[config.mk]
export PLATFORM = sky130hd
export DESIGN_NAME = pv_crosslayer_bank_flat
export DESIGN_NICKNAME = d
export VERILOG_FILES = /design/src/rtl/pv_crosslayer_bank_if.sv /design/src/rtl/pv_crosslayer_bank.sv /design/src/flat_wrapper.sv
export SDC_FILE = /design/constraint.sdc
export NUM_CORES = 1
export LEC_CHECK = 0
export ABC_CLOCK_PERIOD_IN_PS = 16100
export BUFFER_PORTS_ARGS = -buffer_cell sky130_fd_sc_hd__buf_4
export CAP_MARGIN = 20
export CORE_MARGIN = 1
export CORE_UTILIZATION = 61
export CTS_BUF_LIST = sky130_fd_sc_hd__clkbuf_8 sky130_fd_sc_hd__clkbuf_16
export DETAILED_ROUTE_END_ITERATION = 10
export PLACE_DENSITY_LB_ADDON = 0.05
export SLEW_MARGIN = 20
export SYNTH_ARGS = -nofsm -noshare
export SYNTH_HDL_FRONTEND = slang
export SYNTH_SLANG_ARGS = --single-unit
[constraint.sdc]
create_clock -name clk -period 16.1 [get_ports clk]
set_input_delay 0.805 -clock clk [delete_from_list [all_inputs] [get_ports clk]]
set_output_delay 0.805 -clock clk [all_outputs]
set_load 0.005 [all_outputs]
[src/rtl/pv_crosslayer_bank_if.sv]
// Bus bundle for the PV+ interneuron bank: update strobe, pyramid activity in,
// PV+ states, inhibition outputs and status flags out.
interface pv_crosslayer_bank_if #(
  parameter int WIDTH = 18
);
  logic                    clk_en;
  logic signed [WIDTH-1:0] l23_x;
  logic signed [WIDTH-1:0] l4_x;
  logic signed [WIDTH-1:0] l5b_x;
  logic signed [WIDTH-1:0] pv_l23_state;
  logic signed [WIDTH-1:0] pv_l4_state;
  logic signed [WIDTH-1:0] pv_l5_state;
  logic signed [WIDTH-1:0] pv_l23_inhib;
  logic signed [WIDTH-1:0] pv_l4_inhib;
  logic signed [WIDTH-1:0] pv_l5_inhib;
  logic signed [WIDTH-1:0] pv_total_inhib;
  logic                    out_valid;
  logic                    overrun;

  modport master (
    output clk_en, l23_x, l4_x, l5b_x,
    input  pv_l23_state, pv_l4_state, pv_l5_state,
    input  pv_l23_inhib, pv_l4_inhib, pv_l5_inhib,
    input  pv_total_inhib, out_valid, overrun
  );

  modport slave (
    input  clk_en, l23_x, l4_x, l5b_x,
    output pv_l23_state, pv_l4_state, pv_l5_state,
    output pv_l23_inhib, pv_l4_inhib, pv_l5_inhib,
    output pv_total_inhib, out_valid, overrun
  );
endinterface

[src/rtl/pv_crosslayer_bank.sv]
// Time-multiplexed PV+ bank: one shared leak integrator and one multiplier walk
// L2/3, L4 and L5 in turn, then form the weighted cross-layer inhibition total.
module pv_crosslayer_bank #(
  parameter int WIDTH     = 18,
  parameter int FRAC      = 14,
  parameter int TAU_SHIFT = 3,
  parameter int PV_GAIN   = 16384
) (
  input  logic                 clk,
  input  logic                 rst,
  pv_crosslayer_bank_if.slave  bus
);

  localparam logic signed [WIDTH-1:0] S_MAX = {1'b0, {(WIDTH-1){1'b1}}};
  localparam logic signed [WIDTH-1:0] S_MIN = {1'b1, {(WIDTH-1){1'b0}}};
  localparam logic [WIDTH-1:0]        GAIN  = WIDTH'(PV_GAIN);

  typedef enum logic [2:0] {IDLE, UPD_L23, UPD_L4, UPD_L5, SUM} fsm_t;

  fsm_t fsm_q, fsm_d;

  logic signed [WIDTH-1:0]   snap_l23, snap_l4, snap_l5;
  logic signed [WIDTH-1:0]   st_l23, st_l4, st_l5;
  logic signed [WIDTH-1:0]   inh_l23, inh_l4, inh_l5;
  logic signed [WIDTH-1:0]   total_q;
  logic                      out_valid_q;
  logic                      overrun_q;

  logic signed [WIDTH-1:0]   sel_x, sel_st;
  logic signed [WIDTH-1:0]   drive;
  logic signed [WIDTH:0]     diff, step;
  logic signed [WIDTH+1:0]   acc;
  logic signed [WIDTH-1:0]   st_new;
  logic [2*WIDTH-1:0]        prod, prod_sh;
  logic signed [WIDTH-1:0]   inh_new;
  logic [WIDTH+1:0]          sum_w;
  logic signed [WIDTH-1:0]   total_new;

  always_ff @(posedge clk) begin
    if (rst) fsm_q <= IDLE;
    else     fsm_q <= fsm_d;
  end

  always_comb begin
    fsm_d = fsm_q;
    case (fsm_q)
      IDLE:    if (bus.clk_en) fsm_d = UPD_L23;
      UPD_L23: fsm_d = UPD_L4;
      UPD_L4:  fsm_d = UPD_L5;
      UPD_L5:  fsm_d = SUM;
      SUM:     fsm_d = IDLE;
      default: fsm_d = IDLE;
    endcase
  end

  // The FSM state steers which layer's snapshot and state feed the shared datapath.
  always_comb begin
    sel_x  = snap_l23;
    sel_st = st_l23;
    case (fsm_q)
      UPD_L4: begin
        sel_x  = snap_l4;
        sel_st = st_l4;
      end
      UPD_L5: begin
        sel_x  = snap_l5;
        sel_st = st_l5;
      end
      default: ;
    endcase
  end

  always_comb begin
    if (sel_x == S_MIN)    drive = S_MAX;
    else if (sel_x[WIDTH-1]) drive = -sel_x;
    else                   drive = sel_x;

    diff = $signed({drive[WIDTH-1], drive}) - $signed({sel_st[WIDTH-1], sel_st});
    step = diff >>> TAU_SHIFT;
    acc  = $signed({sel_st[WIDTH-1], sel_st[WIDTH-1], sel_st}) + $signed({step[WIDTH], step});

    if (acc[WIDTH+1])                st_new = '0;
    else if (|acc[WIDTH:WIDTH-1])    st_new = S_MAX;
    else                             st_new = acc[WIDTH-1:0];

    // State is non-negative after clamping, so the gain product is a plain unsigned multiply.
    prod    = {{WIDTH{1'b0}}, st_new} * {{WIDTH{1'b0}}, GAIN};
    prod_sh = prod >> FRAC;
    if (|prod_sh[2*WIDTH-1:WIDTH-1]) inh_new = S_MAX;
    else                             inh_new = prod_sh[WIDTH-1:0];

    sum_w = {2'b00, inh_l23} + {3'b000, inh_l4[WIDTH-1:1]} + {4'b0000, inh_l5[WIDTH-1:2]};
    if (|sum_w[WIDTH+1:WIDTH-1]) total_new = S_MAX;
    else                         total_new = sum_w[WIDTH-1:0];
  end

  always_ff @(posedge clk) begin
    if (rst) begin
      snap_l23    <= '0;
      snap_l4     <= '0;
      snap_l5     <= '0;
      st_l23      <= '0;
      st_l4       <= '0;
      st_l5       <= '0;
      inh_l23     <= '0;
      inh_l4      <= '0;
      inh_l5      <= '0;
      total_q     <= '0;
      out_valid_q <= 1'b0;
      overrun_q   <= 1'b0;
    end else begin
      out_valid_q <= (fsm_q == SUM);
      if (bus.clk_en && (fsm_q != IDLE)) overrun_q <= 1'b1;
      case (fsm_q)
        IDLE: begin
          if (bus.clk_en) begin
            snap_l23 <= bus.l23_x;
            snap_l4  <= bus.l4_x;
            snap_l5  <= bus.l5b_x;
          end
        end
        UPD_L23: begin
          st_l23  <= st_new;
          inh_l23 <= inh_new;
        end
        UPD_L4: begin
          st_l4   <= st_new;
          inh_l4  <= inh_new;
        end
        UPD_L5: begin
          st_l5   <= st_new;
          inh_l5  <= inh_new;
        end
        SUM:     total_q <= total_new;
        default: ;
      endcase
    end
  end

  assign bus.pv_l23_state   = st_l23;
  assign bus.pv_l4_state    = st_l4;
  assign bus.pv_l5_state    = st_l5;
  assign bus.pv_l23_inhib   = inh_l23;
  assign bus.pv_l4_inhib    = inh_l4;
  assign bus.pv_l5_inhib    = inh_l5;
  assign bus.pv_total_inhib = total_q;
  assign bus.out_valid      = out_valid_q;
  assign bus.overrun        = overrun_q;

endmodule

[src/flat_wrapper.sv]
// flat-port wrapper written by rule: the top's interface ports become plain ports
module pv_crosslayer_bank_flat 
#(
  parameter int WIDTH     = 18,
  parameter int FRAC      = 14,
  parameter int TAU_SHIFT = 3,
  parameter int PV_GAIN   = 16384
)
  (clk, rst, bus_clk_en, bus_l23_x, bus_l4_x, bus_l5b_x, bus_pv_l23_state, bus_pv_l4_state, bus_pv_l5_state, bus_pv_l23_inhib, bus_pv_l4_inhib, bus_pv_l5_inhib, bus_pv_total_inhib, bus_out_valid, bus_overrun);
  pv_crosslayer_bank_if #(.WIDTH(WIDTH)) bus_i ();
  input  logic clk;
  input  logic rst;
  input wire logic [$bits(bus_i.clk_en)-1:0] bus_clk_en;
  input wire logic [$bits(bus_i.l23_x)-1:0] bus_l23_x;
  input wire logic [$bits(bus_i.l4_x)-1:0] bus_l4_x;
  input wire logic [$bits(bus_i.l5b_x)-1:0] bus_l5b_x;
  output wire logic [$bits(bus_i.pv_l23_state)-1:0] bus_pv_l23_state;
  output wire logic [$bits(bus_i.pv_l4_state)-1:0] bus_pv_l4_state;
  output wire logic [$bits(bus_i.pv_l5_state)-1:0] bus_pv_l5_state;
  output wire logic [$bits(bus_i.pv_l23_inhib)-1:0] bus_pv_l23_inhib;
  output wire logic [$bits(bus_i.pv_l4_inhib)-1:0] bus_pv_l4_inhib;
  output wire logic [$bits(bus_i.pv_l5_inhib)-1:0] bus_pv_l5_inhib;
  output wire logic [$bits(bus_i.pv_total_inhib)-1:0] bus_pv_total_inhib;
  output wire logic [$bits(bus_i.out_valid)-1:0] bus_out_valid;
  output wire logic [$bits(bus_i.overrun)-1:0] bus_overrun;
  assign bus_i.clk_en = bus_clk_en;
  assign bus_i.l23_x = bus_l23_x;
  assign bus_i.l4_x = bus_l4_x;
  assign bus_i.l5b_x = bus_l5b_x;
  assign bus_pv_l23_state = bus_i.pv_l23_state;
  assign bus_pv_l4_state = bus_i.pv_l4_state;
  assign bus_pv_l5_state = bus_i.pv_l5_state;
  assign bus_pv_l23_inhib = bus_i.pv_l23_inhib;
  assign bus_pv_l4_inhib = bus_i.pv_l4_inhib;
  assign bus_pv_l5_inhib = bus_i.pv_l5_inhib;
  assign bus_pv_total_inhib = bus_i.pv_total_inhib;
  assign bus_out_valid = bus_i.out_valid;
  assign bus_overrun = bus_i.overrun;
  pv_crosslayer_bank #(.WIDTH(WIDTH), .FRAC(FRAC), .TAU_SHIFT(TAU_SHIFT), .PV_GAIN(PV_GAIN)) u_core (.clk(clk), .rst(rst), .bus(bus_i));
endmodule
# Yosys cells after proc, flatten, opt, wreduce, memory -nomap -nowiden
# Index checks and enable logic that the tools add are counted.
# W data, S select, Z words.
totals:
  wordCells: 40
  register_bits: 185
  output_inout_bits: 128
op_classes:
  mux: 10
  eq_ne: 6
  reduce_logical: 6
  addsub: 5
op_table:
  columns: ["op", "n"]
  rows:
  - ["$mux W18", 5]
  - ["$pmux W18 S2", 2]
  - ["$add A20 B16 Y20", 1]
  - ["$add A18 B16 Y19", 1]
  - ["$add A18 B17 Y19", 1]
  - ["$sub A18 B18 Y19", 1]
  - ["$eq A18 B18 Y1 const B", 1]
  - ["$neg A18 Y18", 1]
  - ["$mux W17", 1]
  - ["$pmux W3 S4", 1]
  - ["$eq A3 B2 Y1 const B", 2]
  - ["$eq A3 B1 Y1 const B", 1]
  - ["$eq A3 B3 Y1 const B", 1]
  - ["$logic_not A3 Y1", 1]
  - ["$mux W3", 1]
  - ["$reduce_bool A3 Y1", 1]
  - ["$reduce_or A3 Y1", 1]
  - ["$ne A2 B2 Y1 const B", 1]
  - ["$reduce_and A2 Y1", 1]
  - ["$reduce_or A2 Y1", 1]
  - ["$logic_and A1 B1 Y1", 1]

# Longest topological paths before layout
# Gate-level depths: netlist of run 1.
logic_depth:
  word_depth: 11
  mapped_depth: 33

# Worst setup path after synthesis of run 1
# Ideal clock, no wire load.
synth_path:
  path_kind: "flip-flop to flip-flop"
  start: "register u_core.fsm_q[0]"
  end: "register u_core.inh_l5[12], in the netlist u_core.bus.pv_l5_inhib[12]"
  stages_incl_launch_ff: 31
  t_arrival_ns: 6.372
  setup_ns: 0.114
  setup_slack_ns: 9.614
  required_ns: 15.986
  n_path_buf: 4
  period_less_slack_ns: 6.486
  path_cell_list: "dfxtp_1 buf_4 buf_2 mux2_2 mux2i_1 nand2_1 nor3_1 and2_1 nand2_1 clkbuf_1 nand2_1 ha_1 o211ai_1 nor3_1 a31oi_2 o21ai_1 a221o_1 a221o_1 a21oi_2 xnor2_1 ha_1 nor2b_1 or4_1 o21ai_0 a31o_2 a21boi_1 a2111o_1 nand4_1 clkbuf_1 nor2_1 a21o_1"
synth_via:
  elab_chain_cells: 11
  word_cells_on_any_way: 14
  cone_classes: "add/sub: 3; eq/ne: 3; mux: 7; reduce/logical: 1"
synth_lines:
  columns: ["element", "line_no", "text"]
  rows:
  - ["start, declared", "pv_crosslayer_bank.sv:20", "fsm_t fsm_q, fsm_d;"]
  - ["start signal, assigned", "pv_crosslayer_bank.sv:41", "else fsm_q <= fsm_d;"]
  - ["$eq A3 B2 Y1, on equally long branches", "pv_crosslayer_bank.sv:60, pv_crosslayer_bank.sv:114", null]
  - ["$pmux W18 S2", "pv_crosslayer_bank.sv:60", "case (fsm_q)"]
  - ["$neg A18 Y18", "pv_crosslayer_bank.sv:75", "else if (sel_x[WIDTH-1]) drive = -sel_x;"]
  - ["$mux W18", "pv_crosslayer_bank.sv:75", null]
  - ["$mux W18", "pv_crosslayer_bank.sv:74", "if (sel_x == S_MIN) drive = S_MAX;"]
  - ["$sub A18 B18 Y19", "pv_crosslayer_bank.sv:78", "diff = $signed({drive[WIDTH-1], drive}) - $signed({sel_st[WIDTH-1], sel_st});"]
  - ["$add A18 B16 Y19", "pv_crosslayer_bank.sv:80", "acc = $signed({sel_st[WIDTH-1], sel_st[WIDTH-1], sel_st}) + $signed({step[WIDTH], step});"]
  - ["$reduce_or A2 Y1", "pv_crosslayer_bank.sv:83", "else if (|acc[WIDTH:WIDTH-1]) st_new = S_MAX;"]
  - ["$mux W18", "pv_crosslayer_bank.sv:83", null]
  - ["$mux W18", "pv_crosslayer_bank.sv:82", "if (acc[WIDTH+1]) st_new = '0;"]
  - ["$mux W17", "pv_crosslayer_bank.sv:89", "if (|prod_sh[2*WIDTH-1:WIDTH-1]) inh_new = S_MAX;"]
  - ["end signal, assigned", "pv_crosslayer_bank.sv:132", "inh_l5 <= inh_new;"]
  - ["end, declared", "pv_crosslayer_bank.sv:24", "logic signed [WIDTH-1:0] inh_l23, inh_l4, inh_l5;"]
# Several ways; a longest one is shown, not always the timed one.
# A chain may end at the register's enable or synchronous reset.

# Worst setup path in the final report of run 1
layout_path:
  start: "register u_core.fsm_q[0]"
  end: "register u_core.inh_l23[14], in the netlist u_core.bus.pv_l23_inhib[14]"
layout_via:
  elab_chain_cells: 11
  word_cells_on_any_way: 15
  cone_classes: "add/sub: 3; eq/ne: 4; mux: 7; reduce/logical: 1"
layout_lines:
  columns: ["element", "line_no", "text"]
  rows:
  - ["$eq A3 B2 Y1", "pv_crosslayer_bank.sv:60", null]
  - ["$pmux W18 S2", "pv_crosslayer_bank.sv:60", null]
  - ["$neg A18 Y18", "pv_crosslayer_bank.sv:75", null]
  - ["$mux W18", "pv_crosslayer_bank.sv:75", null]
  - ["$mux W18", "pv_crosslayer_bank.sv:74", null]
  - ["$sub A18 B18 Y19", "pv_crosslayer_bank.sv:78", null]
  - ["$add A18 B16 Y19", "pv_crosslayer_bank.sv:80", null]
  - ["$reduce_or A2 Y1", "pv_crosslayer_bank.sv:83", null]
  - ["$mux W18", "pv_crosslayer_bank.sv:83", null]
  - ["$mux W18", "pv_crosslayer_bank.sv:82", null]
  - ["$mux W17", "pv_crosslayer_bank.sv:89", null]
  - ["end signal, assigned", "pv_crosslayer_bank.sv:124", "inh_l23 <= inh_new;"]
  - ["end, declared", "pv_crosslayer_bank.sv:24", null]
# Several ways; a longest one is shown, not always the timed one.

==> impl_metrics.json, run 1 <==
{
  "outcome": "finished clean",
  "synth_warnings": 0,
  "grt_max_degree": 82,
  "floorplan.core_area_um2": 15900,
  "detail_route.first_pass.iterations": 7,
  "global_route.usage.total_pct": 34.7,
  "worst_pin_slew_ps": 1060,
  "synthMuxAreaShare_pct": 5.90,
  "io_buffer_count": 181,
  "cts_setup_buffers": 0,
  "final-instance-count-excl-fill": 1573,
  "final_layout_size_suffix_gt1_share_pct": 18.7,
  "unrepaired_setup_endpoints_after_global_routing": "no",
  "synth_cell_types": 67,
  "worst_path_largest_cell_delay_ps": 870,
  "timing.fmax_mhz": 116,
  "clock_path_buffers": 2,
  "critical-path-slowest-cell": "sky130_fd_sc_hd__o2111ai_1",
  "gp_congestion": 0.952,
  "cp_top_family": "compound AO/OA/AOI/OAI gates",
  "critical_path_cell_count": 27,
  "layout.nets": 1470,
  "post_synth_instance_area_um2": 9980,
  "final-max-slew-violation-count": 0,
  "io_pins": 185,
  "std_cell_rows": 46,
  "detailedRoute.firstIterationViolations": 806,
  "placed_cells_incl_taps": 1540,
  "antenna_violating_nets_post_route": 0,
  "fp.dieArea_um2": 16900,
  "fill_cells": 1254,
  "die_w_um": 130,
  "routed-via-count": 9251,
  "finalCritPeriodShare_pct": 53.5,
  "cts-root-buf": "sky130_fd_sc_hd__clkbuf_16",
  "grt_pass1_wl_um": 44300,
  "peakVddDrop_mv": 0.298,
  "synth_top_family_by_area": "compound AO/OA/AOI/OAI gates",
  "post_dp_hpwl_um": 22000,
  "grt_antenna_before_repair": 1,
  "worstHoldPathCells": 2,
  "syn-mean-instance-area_um2": 8.42,
  "numCtsBuffers": 17,
  "slew_headroom_pct": 29.3,
  "layout-area-overhead-vs-synth_pct": 20.9,
  "synth-compound-area-share_pct": 23.8,
  "setup.worst_path.class": "reg -> reg",
  "synth_adder_area_share_pct": 9.00,
  "timing.final.crit_period_ps": 8610,
  "tritoncts_num_sinks": 182,
  "worstPathMaxFanout": 27,
  "asyncSetResetFlopFracSynth_pct": 0,
  "min-delay-path-class": "reg -> reg",
  "tritoncts": "done",
  "reg2regPathDepth": 27,
  "die-height_um": 130,
  "worst-path-buf-inv": 1,
  "dominantRegCellSynth": "sky130_fd_sc_hd__dfxtp_1",
  "power.static_leakage_nw": 6.20,
  "end_kind": "register",
  "clock_latency_on_the_worst_skew_pair_ps": 430,
  "multi_input_area_um2": 5970,
  "grt_pass1_vias": 8219,
  "post_drt_wl_per_cell_um": 18.5,
  "timing.critical_path.required_ps": 16480,
  "timing.max_cap.violations": 0,
  "synthesis_stage_register_bit_count": 182,
  "finalPower_mw": 2.82,
  "fin_setup_tns_ps": 0,
  "synthSimpleGateAreaFrac_pct": 15.2,
  "post_synth_inst_count": 1186,
  "final-seq-area_um2": 3640,
  "post-route-drc-count": 0,
  "cts_resized": 0,
  "holdBufCountCts": 0,
  "hold_viol": 0,
  "startpoint_type": "register",
  "clock_tree.htree_level_count": 4,
  "grt.overflow.total": 0,
  "clk_transition_reported_paths_ps": 70,
  "finalClockSkew_ps": 11.4,
  "fraction_of_synthesized_cell_area_in_xor_and_xnor_cells_pct": 5.61,
  "arrival_time_at_the_worst_endpoint_ps": 8980,
  "seq_area_frac_synth_pct": 36.5,
  "initial_utilization_pct": 62.6,
  "setup_viol": 0,
  "p_per_area_nw_per_um2": 234,
  "number_of_synthesized_flops_with_an_enable_pin": 0,
  "vias_per_cell": 5.88,
  "finalWirelength_um": 29000
}
[state kept, by name (all words and copies together) (netlist names)]
signal	flops
u_core.bus.pv_l23_state	18
u_core.bus.pv_l4_state	18
u_core.bus.pv_l5_state	18
u_core.bus.pv_total_inhib	18
u_core.snap_l23	18
u_core.snap_l4	18
u_core.snap_l5	18
u_core.bus.pv_l23_inhib	17
u_core.bus.pv_l4_inhib	17
u_core.bus.pv_l5_inhib	17
u_core.fsm_q	3
u_core.bus.out_valid	1
u_core.bus.overrun	1
[through the flow]
| stage | utilization [%] | hold WS [ps] | area [um2] | worst slack (ps) |
|---|---|---|---|---|
| after detailed placement | 71.9 | 446 | 11500 | 7950 |
| after global routing | 75.7 | 478 | 12100 | 6970 |
| after global placement | 71.9 | 439 | 11500 | 8200 |
| after floorplan | - | 432 | 9990 | 9610 |
| after CTS | 75.7 | 459 | 12100 | 7750 |
| final | 75.7 | 458 | 12100 | 7490 |
[power breakdown]
group | internal [mW] | switching, mW | total, mW
registers | 0.551 | 0.108 | 0.659
clock network | 0.250 | 0.184 | 0.434
logic | 0.705 | 1.02 | 1.73
[per-layer routing]
metal | routed length [um] | track usage (%) | share of wire, %
met1 | 13000 | 49.2 | 45
met5 | 0 | 0 | 0
met4 | 568 | 10.7 | 2.0
met3 | 2680 | 6.72 | 9.2
met2 | 12800 | 53.2 | 44
[Yosys cell counts, types with 2 or more instances]
library cell / number / area (um2)
sky130_fd_sc_hd__nor3_1: 9 / 45.0
sky130_fd_sc_hd__xnor2_1: 35 / 307
sky130_fd_sc_hd__or3_1: 4 / 25.0
sky130_fd_sc_hd__clkbuf_1: 39 / 146
sky130_fd_sc_hd__buf_1: 5 / 18.8
sky130_fd_sc_hd__o211ai_1: 8 / 60.1
sky130_fd_sc_hd__a2bb2oi_1: 3 / 26.3
sky130_fd_sc_hd__nand2_1: 175 / 657
sky130_fd_sc_hd__o21ai_1: 3 / 15.0
sky130_fd_sc_hd__dfxtp_1: 182 / 3640
sky130_fd_sc_hd__a41oi_1: 2 / 17.5
sky130_fd_sc_hd__a31oi_1: 8 / 50.1
sky130_fd_sc_hd__nor2b_1: 12 / 75.1
sky130_fd_sc_hd__nand3_1: 12 / 60.1
sky130_fd_sc_hd__a21oi_1: 121 / 606
sky130_fd_sc_hd__buf_4: 4 / 30.0
sky130_fd_sc_hd__o2111ai_1: 2 / 17.5
sky130_fd_sc_hd__a211oi_1: 16 / 120
sky130_fd_sc_hd__nand2b_1: 7 / 43.8
sky130_fd_sc_hd__mux2_2: 17 / 191
sky130_fd_sc_hd__fa_1: 3 / 60.1
sky130_fd_sc_hd__a221o_1: 2 / 20.0
sky130_fd_sc_hd__o31ai_1: 4 / 30.0
sky130_fd_sc_hd__a22oi_1: 2 / 15.0
sky130_fd_sc_hd__and4_1: 3 / 26.3
sky130_fd_sc_hd__inv_1: 40 / 150
sky130_fd_sc_hd__a31o_2: 3 / 26.3
sky130_fd_sc_hd__and2_1: 9 / 56.3
sky130_fd_sc_hd__and3_1: 9 / 56.3
sky130_fd_sc_hd__a21o_1: 117 / 878
sky130_fd_sc_hd__o21a_1: 5 / 37.5
sky130_fd_sc_hd__buf_2: 3 / 15.0
sky130_fd_sc_hd__a2111oi_0: 2 / 17.5
sky130_fd_sc_hd__nand4_1: 3 / 18.8
sky130_fd_sc_hd__nor3b_1: 3 / 22.5
sky130_fd_sc_hd__ha_1: 67 / 838
sky130_fd_sc_hd__mux2i_1: 35 / 350
sky130_fd_sc_hd__xor2_1: 29 / 254
sky130_fd_sc_hd__buf_6: 2 / 22.5
sky130_fd_sc_hd__a21boi_0: 4 / 30.0
sky130_fd_sc_hd__nor2_1: 97 / 364
sky130_fd_sc_hd__a311oi_1: 2 / 17.5
sky130_fd_sc_hd__o21ai_0: 48 / 240
sky130_fd_sc_hd__o21bai_1: 7 / 52.6
[cells by family (layout without fill, tap and decap cells)]
kind of cell,after synthesis,count (layout)
muxes,55,55
DFF,182,182
other,1,4
and+or+nand+nor,351,351
xor gates and xnor gates,64,64
buffers and inverters,94,262
adders and majority gates,70,70
AOI/OAI and AO/OA,369,369
[worst min-delay path, delay by kind of cell, from the launching register on]
kind             cells  cell delay (ps)
flip-flops           1              310
AO/OA/AOI/OAI        1               50
AND/OR/NAND/NOR      1               50
[cell usage in the layout (no fill, tap or decap), drive strengths merged, types with 8 or more instances in the layout]
master	instances
ha	67
nand2	175
a31oi	9
clkbuf	18
mux2i	37
nor3	9
inv	46
buf	190
dfxtp	182
nor2b	13
a21oi	122
nand3	12
nor2	97
o21ai	51
xnor2	35
a211oi	16
xor2	29
and2	9
o211ai	8
a21o	117
and3	9
mux2	18
[final cells by class]
type	instances	share of cell area [%]
multi-input cells	912	49.4
flip-flops and latches	182	30.2
repair buffers	190	11.8
clock buffers	18	3.64
well taps	216	2.24
clock inverters	14	1.44
inverters	40	1.24
diodes	1	0.0207
[final timing paths]
check / start / endpoint / slack [ps]
worst max register to register: u_core.fsm_q[0]$_SDFFE_PP0P_ / u_core.bus.pv_l23_inhib[14]$_SDFFE_PP0P_ / 7490
worst min register to register: u_core.snap_l23[1]$_SDFFE_PP0P_ / u_core.snap_l23[1]$_SDFFE_PP0P_ / 460
worst max-delay path: u_core.fsm_q[0]$_SDFFE_PP0P_ / u_core.bus.pv_l23_inhib[14]$_SDFFE_PP0P_ / 7490
worst min-delay path: u_core.snap_l23[1]$_SDFFE_PP0P_ / u_core.snap_l23[1]$_SDFFE_PP0P_ / 460
(Power assumes the default switching activity.)
==> inputs of run 2 (changes only) <==
--- a/config.mk
+++ b/config.mk
@@ -5,11 +5,11 @@
 export SDC_FILE = /design/constraint.sdc
 export NUM_CORES = 1
 export LEC_CHECK = 0
-export ABC_CLOCK_PERIOD_IN_PS = 16100
+export ABC_CLOCK_PERIOD_IN_PS = 7120
 export BUFFER_PORTS_ARGS = -buffer_cell sky130_fd_sc_hd__buf_4
 export CAP_MARGIN = 20
 export CORE_MARGIN = 1
-export CORE_UTILIZATION = 61
+export CORE_UTILIZATION = 51
 export CTS_BUF_LIST = sky130_fd_sc_hd__clkbuf_8 sky130_fd_sc_hd__clkbuf_16
 export DETAILED_ROUTE_END_ITERATION = 10
 export PLACE_DENSITY_LB_ADDON = 0.05
==> constraint.sdc (replaced) <==
create_clock -name clk -period 7.12 [get_ports clk]
set_input_delay 0.356 -clock clk [delete_from_list [all_inputs] [get_ports clk]]
set_output_delay 0.356 -clock clk [all_outputs]
set_load 0.005 [all_outputs]
==> run 2 against run 1 <==
Compared with the run above:
- die area up 19%
- utilization down 10 points
- sequential power up 130%
- combinational power up 130%
- register-to-register slack worse by 7100 ps
- clock-buffer cell count down 1
- sequential cell count unchanged
- sequential share of layout area down 0.73 points
- critical endpoint is now u_core.bus.pv_l5_state[8]$_SDFFE_PP0N_
==> impl_metrics.json, run 2 (synthesized netlist as in run 1, its figures left out) <==
{
  "outcome": "finished clean",
  "post_drt_wl_per_cell_um": 17.6,
  "worst-path-buf-inv": 1,
  "layout.nets": 1484,
  "setup_viol": 0,
  "detailroute.wirelength.met3_um": 2250,
  "finalWirelength_um": 28700,
  "min-delay-path-class": "in -> reg",
  "clock_tree.htree_level_count": 4,
  "vias_per_cell": 5.58,
  "end_kind": "register",
  "clock_path_buffers": 2,
  "layout.cells.most_common": "sky130_fd_sc_hd__buf_4",
  "startpoint_type": "register",
  "power.static_leakage_nw": 6.30,
  "final-instance-count-excl-fill": 1630,
  "floorplan.core_area_um2": 19000,
  "final-max-slew-violation-count": 0,
  "detailedRoute.firstIterationViolations": 560,
  "std_cell_rows": 50,
  "hold_viol": 0,
  "worstHoldPathCells": 3,
  "antenna_violating_nets_post_route": 0,
  "arrival_time_at_the_worst_endpoint_ps": 7080,
  "worstPathMaxFanout": 20,
  "most-common-layout-cells": "200 x sky130_fd_sc_hd__buf_4, 180 x sky130_fd_sc_hd__dfxtp_1, 173 x sky130_fd_sc_hd__nand2_1, 117 x sky130_fd_sc_hd__a21o_1, 111 x sky130_fd_sc_hd__a21oi_1",
  "io_pins": 185,
  "global_route.usage.total_pct": 28.8,
  "minimum_setup_slack_after_placement_ps": 145,
  "routed-via-count": 9094,
  "clk_transition_reported_paths_ps": 70,
  "met2RoutedLength_um": 12300,
  "fin_util_pct": 65.3,
  "cts_resized": 0,
  "finalCritPeriodShare_pct": 94.7,
  "holdBufCountCts": 0,
  "count_of_inserted_antenna_diode_cells": 0,
  "tritoncts_num_sinks": 182,
  "io_buffer_count": 181,
  "placed_cells_incl_taps": 1598,
  "layout-area-overhead-vs-synth_pct": 24.0,
  "grt_max_degree": 82,
  "peakVddDrop_mv": 0.458,
  "cts_setup_buffers": 0,
  "finalClockSkew_ps": 10.7,
  "grt_pass1_wl_um": 44800,
  "wirelength_met1_um": 13700,
  "cp_top_family": "compound AO/OA/AOI/OAI gates",
  "detail_route.first_pass.iterations": 7,
  "gp_congestion": 0.980,
  "tritoncts": "done",
  "p_per_area_nw_per_um2": 532,
  "critical-path-slowest-cell": "sky130_fd_sc_hd__dfxtp_4",
  "post_dp_hpwl_um": 21900,
  "grt_pass1_vias": 8330,
  "critical_path_cell_count": 26,
  "timing.critical_path.required_ps": 7460,
  "post-route-drc-count": 0,
  "cts-root-buf": "sky130_fd_sc_hd__clkbuf_16",
  "final_layout_size_suffix_gt1_share_pct": 20.9,
  "worst_path_largest_cell_delay_ps": 510,
  "setup.worst_path.class": "reg -> reg",
  "worst_pin_slew_ps": 1040,
  "fin_setup_tns_ps": 0,
  "die-height_um": 142,
  "reg2regPathDepth": 26,
  "grt.overflow.total": 0,
  "route.top_layer_used": "met4",
  "clock_latency_on_the_worst_skew_pair_ps": 440,
  "fp.dieArea_um2": 20100,
  "slew_headroom_pct": 30.4,
  "initial_utilization_pct": 52.7,
  "numCtsBuffers": 17,
  "timing.fmax_mhz": 148,
  "grt_antenna_before_repair": 0,
  "timing.final.crit_period_ps": 6740,
  "final_worst_slack_ps": 380,
  "die_w_um": 142,
  "timing.max_cap.violations": 0
}
-- run 2: changes by cell type in the layout (fill, tap and decap cells not counted), moves of 3 or more --
cell / previous run / this run
sky130_fd_sc_hd__a21oi_1: 120 / 111
sky130_fd_sc_hd__a21oi_2: 2 / 11
sky130_fd_sc_hd__buf_4: 190 / 200
sky130_fd_sc_hd__clkinv_8: 0 / 4
sky130_fd_sc_hd__inv_8: 1 / 4
-- run 2: metrics by stage --
stage               total power [mW]  instance area [um2]  hold WS, ps
floorplan                       4.14                 9990          432
global placement                5.27                11600          439
detailed placement              5.31                11600          446
CTS                             6.37                12300          148
global route                    7.06                12400          152
finish                          6.59                12400          158
-- run 2: final timing paths --
kind                                   startpoint                                     end  slack (ps)
setup / recovery     u_core.fsm_q[0]$_SDFFE_PP0P_  u_core.bus.pv_l5_state[8]$_SDFFE_PP0N_         380
hold / removal                        bus_l4_x[7]          u_core.snap_l4[7]$_SDFFE_PP0P_         160
setup reg to reg     u_core.fsm_q[0]$_SDFFE_PP0P_  u_core.bus.pv_l5_state[8]$_SDFFE_PP0N_         380
hold reg to reg   u_core.snap_l5[17]$_SDFFE_PP0P_         u_core.snap_l5[17]$_SDFFE_PP0P_         450
-- run 2: routing by layer --
layer / vias up / track usage [%]
met5: - / 0
met4: 0 / 7.98
met3: 33 / 5.33
met2: 342 / 43.7
met1: 4219 / 41.6
li1: 4500 / -
-- run 2: layout make-up --
class	count	area (um2)
fill	1689	6570
timing repair buffer	204	1560
clock buffer	17	425
multi-input combinational	912	6040
sequential	182	3650
inverter	40	150
tap	260	325
clock inverter	15	235
-- run 2: report_power, final --
group          switching (mW)  internal [mW]  leakage, nW
clock                   0.460          0.578        0.321
combinational            2.34           1.72         4.50
sequential              0.247           1.25         1.48
-- run 2: worst min-delay path: stages --
cell and delay (ps):
sky130_fd_sc_hd__buf_4 110, sky130_fd_sc_hd__nand2_1 40, sky130_fd_sc_hd__a21oi_1 50
==> inputs of run 3 (changes only) <==
--- a/config.mk
+++ b/config.mk
@@ -9,7 +9,7 @@
 export BUFFER_PORTS_ARGS = -buffer_cell sky130_fd_sc_hd__buf_4
 export CAP_MARGIN = 20
 export CORE_MARGIN = 1
-export CORE_UTILIZATION = 51
+export CORE_UTILIZATION = 32
 export CTS_BUF_LIST = sky130_fd_sc_hd__clkbuf_8 sky130_fd_sc_hd__clkbuf_16
 export DETAILED_ROUTE_END_ITERATION = 10
 export PLACE_DENSITY_LB_ADDON = 0.05
==> run 3 against run 2 <==
Compared with the run above:
- non-clock buffer count is 15 higher
- power grew 0.78%
- critical path depth is 1 higher
- sequential power about the same
- critical path type unchanged
- clock power about the same
- clock-buffer cell count is 4 higher
- worst setup slack better by 53 ps
==> impl_metrics.json, run 3 (synthesized netlist as in run 1, its figures left out) <==
{
  "outcome": "finished clean",
  "die-height_um": 179,
  "layout.nets": 1499,
  "post-route-drc-count": 0,
  "grt_pass1_wl_um": 50000,
  "std_cell_rows": 64,
  "grt_max_degree": 82,
  "initial_utilization_pct": 32.6,
  "placed_cell_area_um2": 11900,
  "final_layout_size_suffix_gt1_share_pct": 21.9,
  "setup_viol": 0,
  "layout-area-overhead-vs-synth_pct": 26.7,
  "hold_viol": 0,
  "finalPower_mw": 6.64,
  "vias_per_cell": 5.06,
  "worst_path_largest_cell_delay_ps": 490,
  "tritoncts": "done",
  "grt.overflow.total": 0,
  "clk_transition_reported_paths_ps": 70,
  "minimum_setup_slack_after_placement_ps": 94.2,
  "clock_latency_on_the_worst_skew_pair_ps": 440,
  "timing.final.crit_period_ps": 6690,
  "timing.max_cap.violations": 0,
  "io_pins": 185,
  "detailedRoute.firstIterationViolations": 565,
  "worst_hold_startpoint": "bus_l5b_x[3]",
  "fin_setup_tns_ps": 0,
  "post_dp_hpwl_um": 25500,
  "post_drt_wl_per_cell_um": 18.4,
  "worst-path-buf-inv": 2,
  "grt_antenna_before_repair": 0,
  "cp_top_family": "compound AO/OA/AOI/OAI gates",
  "clock_tree.htree_level_count": 4,
  "floorplan.core_area_um2": 30700,
  "p_per_area_nw_per_um2": 525,
  "hold_ws_ps": 158,
  "design_area_um2": 12600,
  "tritoncts_num_sinks": 182,
  "numCtsBuffers": 17,
  "setup.worst_path.class": "reg -> reg",
  "gp_congestion": 0.829,
  "worstPathMaxFanout": 19,
  "min-delay-path-class": "in -> reg",
  "final-max-slew-violation-count": 0,
  "final_worst_slack_ps": 434,
  "power.static_leakage_nw": 6.36,
  "most-common-layout-cells": "215 x sky130_fd_sc_hd__buf_4, 179 x sky130_fd_sc_hd__dfxtp_1, 173 x sky130_fd_sc_hd__nand2_1, 117 x sky130_fd_sc_hd__a21o_1, 114 x sky130_fd_sc_hd__a21oi_1",
  "final-seq-area_um2": 3650,
  "detail_route.first_pass.iterations": 4,
  "fp.dieArea_um2": 31900,
  "launch_point_of_the_worst_reg_to_reg_path": "u_core.fsm_q[0]$_SDFFE_PP0P_",
  "timing.critical_path.from": "u_core.fsm_q[0]$_SDFFE_PP0P_",
  "timing.critical_path.required_ps": 7450,
  "finalWirelength_um": 32700,
  "cts-root-buf": "sky130_fd_sc_hd__clkbuf_16",
  "timing.fmax_mhz": 150,
  "finalClockSkew_ps": 13.1,
  "count_of_inserted_antenna_diode_cells": 0,
  "placed_cells_incl_taps": 1744,
  "io_buffer_count": 181,
  "critical-path-slowest-cell": "sky130_fd_sc_hd__a2111o_1",
  "multi_input_area_um2": 6050,
  "routed-via-count": 9009,
  "unrepaired_setup_endpoints_after_global_routing": "no",
  "fin_util_pct": 41.2,
  "arrival_time_at_the_worst_endpoint_ps": 7020,
  "finalCritPeriodShare_pct": 93.9,
  "global_route.usage.total_pct": 20.9,
  "fill_cells": 3185,
  "end_kind": "register",
  "final-instance-count-excl-fill": 1781,
  "startpoint_type": "register",
  "antenna_violating_nets_post_route": 0,
  "peakVddDrop_mv": 0.288,
  "clock_path_buffers": 2,
  "worst_pin_slew_ps": 951,
  "slew_headroom_pct": 36.6,
  "die_w_um": 179,
  "layout.cells.most_common": "sky130_fd_sc_hd__buf_4",
  "grt_pass1_vias": 8564
}
[run 3: changes by cell type in the layout (fill, tap and decap cells not counted), moves of 3 or more]
cell                       previous run  this run
sky130_fd_sc_hd__clkbuf_8             0         4
sky130_fd_sc_hd__buf_4              200       215
sky130_fd_sc_hd__clkinv_8             4         0
sky130_fd_sc_hd__a21oi_2             11         8
sky130_fd_sc_hd__a21oi_1            111       114
[run 3: tightest hold or removal path: cells and delay by family]
kind / cells / cell delay [ps]
compound gates: 1 / 50
simple gates: 1 / 40
buf+inv: 1 / 110
[run 3: final cells by class]
cell class	instances	area share [%]
timing repair buffer	219	13.2
inverter	40	1.19
clock inverter	11	1.26
clock buffer	21	3.80
sequential	182	28.9
tap	396	3.92
multi-input combinational	912	47.8
[run 3: per-layer routing]
layer  vias up  track usage (%)  wire [um]
met5         -                0          0
met4         0             4.98        359
met3        20             3.09       1360
met2       182             31.3      13800
met1      4281             31.0      17200
li1       4526                -          -
[run 3: power by group]
part	switching [mW]	total (mW)	internal, mW
combinational	2.35	4.09	1.75
clock	0.444	1.04	0.598
sequential	0.260	1.51	1.25
total	3.05	6.64	3.59
[run 3: path summary, 6_finish.rpt]
kind / end / slack [ps] / cells after the start
setup / recovery: u_core.bus.pv_l5_state[7]$_SDFFE_PP0N_ / 430 / 27
hold / removal: u_core.snap_l5[3]$_SDFFE_PP0P_ / 160 / 3
setup reg to reg: u_core.bus.pv_l5_state[7]$_SDFFE_PP0N_ / 430 / 27
hold reg to reg: u_core.snap_l4[17]$_SDFFE_PP0P_ / 450 / 2
[run 3: what timing repair did]
| action | CTS | global route |
|---|---|---|
| endpoints found under the setup margin | 0 | 102 |
| setup buffers | 0 | 5 |
| gates resized for setup | 0 | 28 |
| hold buffers | 0 | 0 |
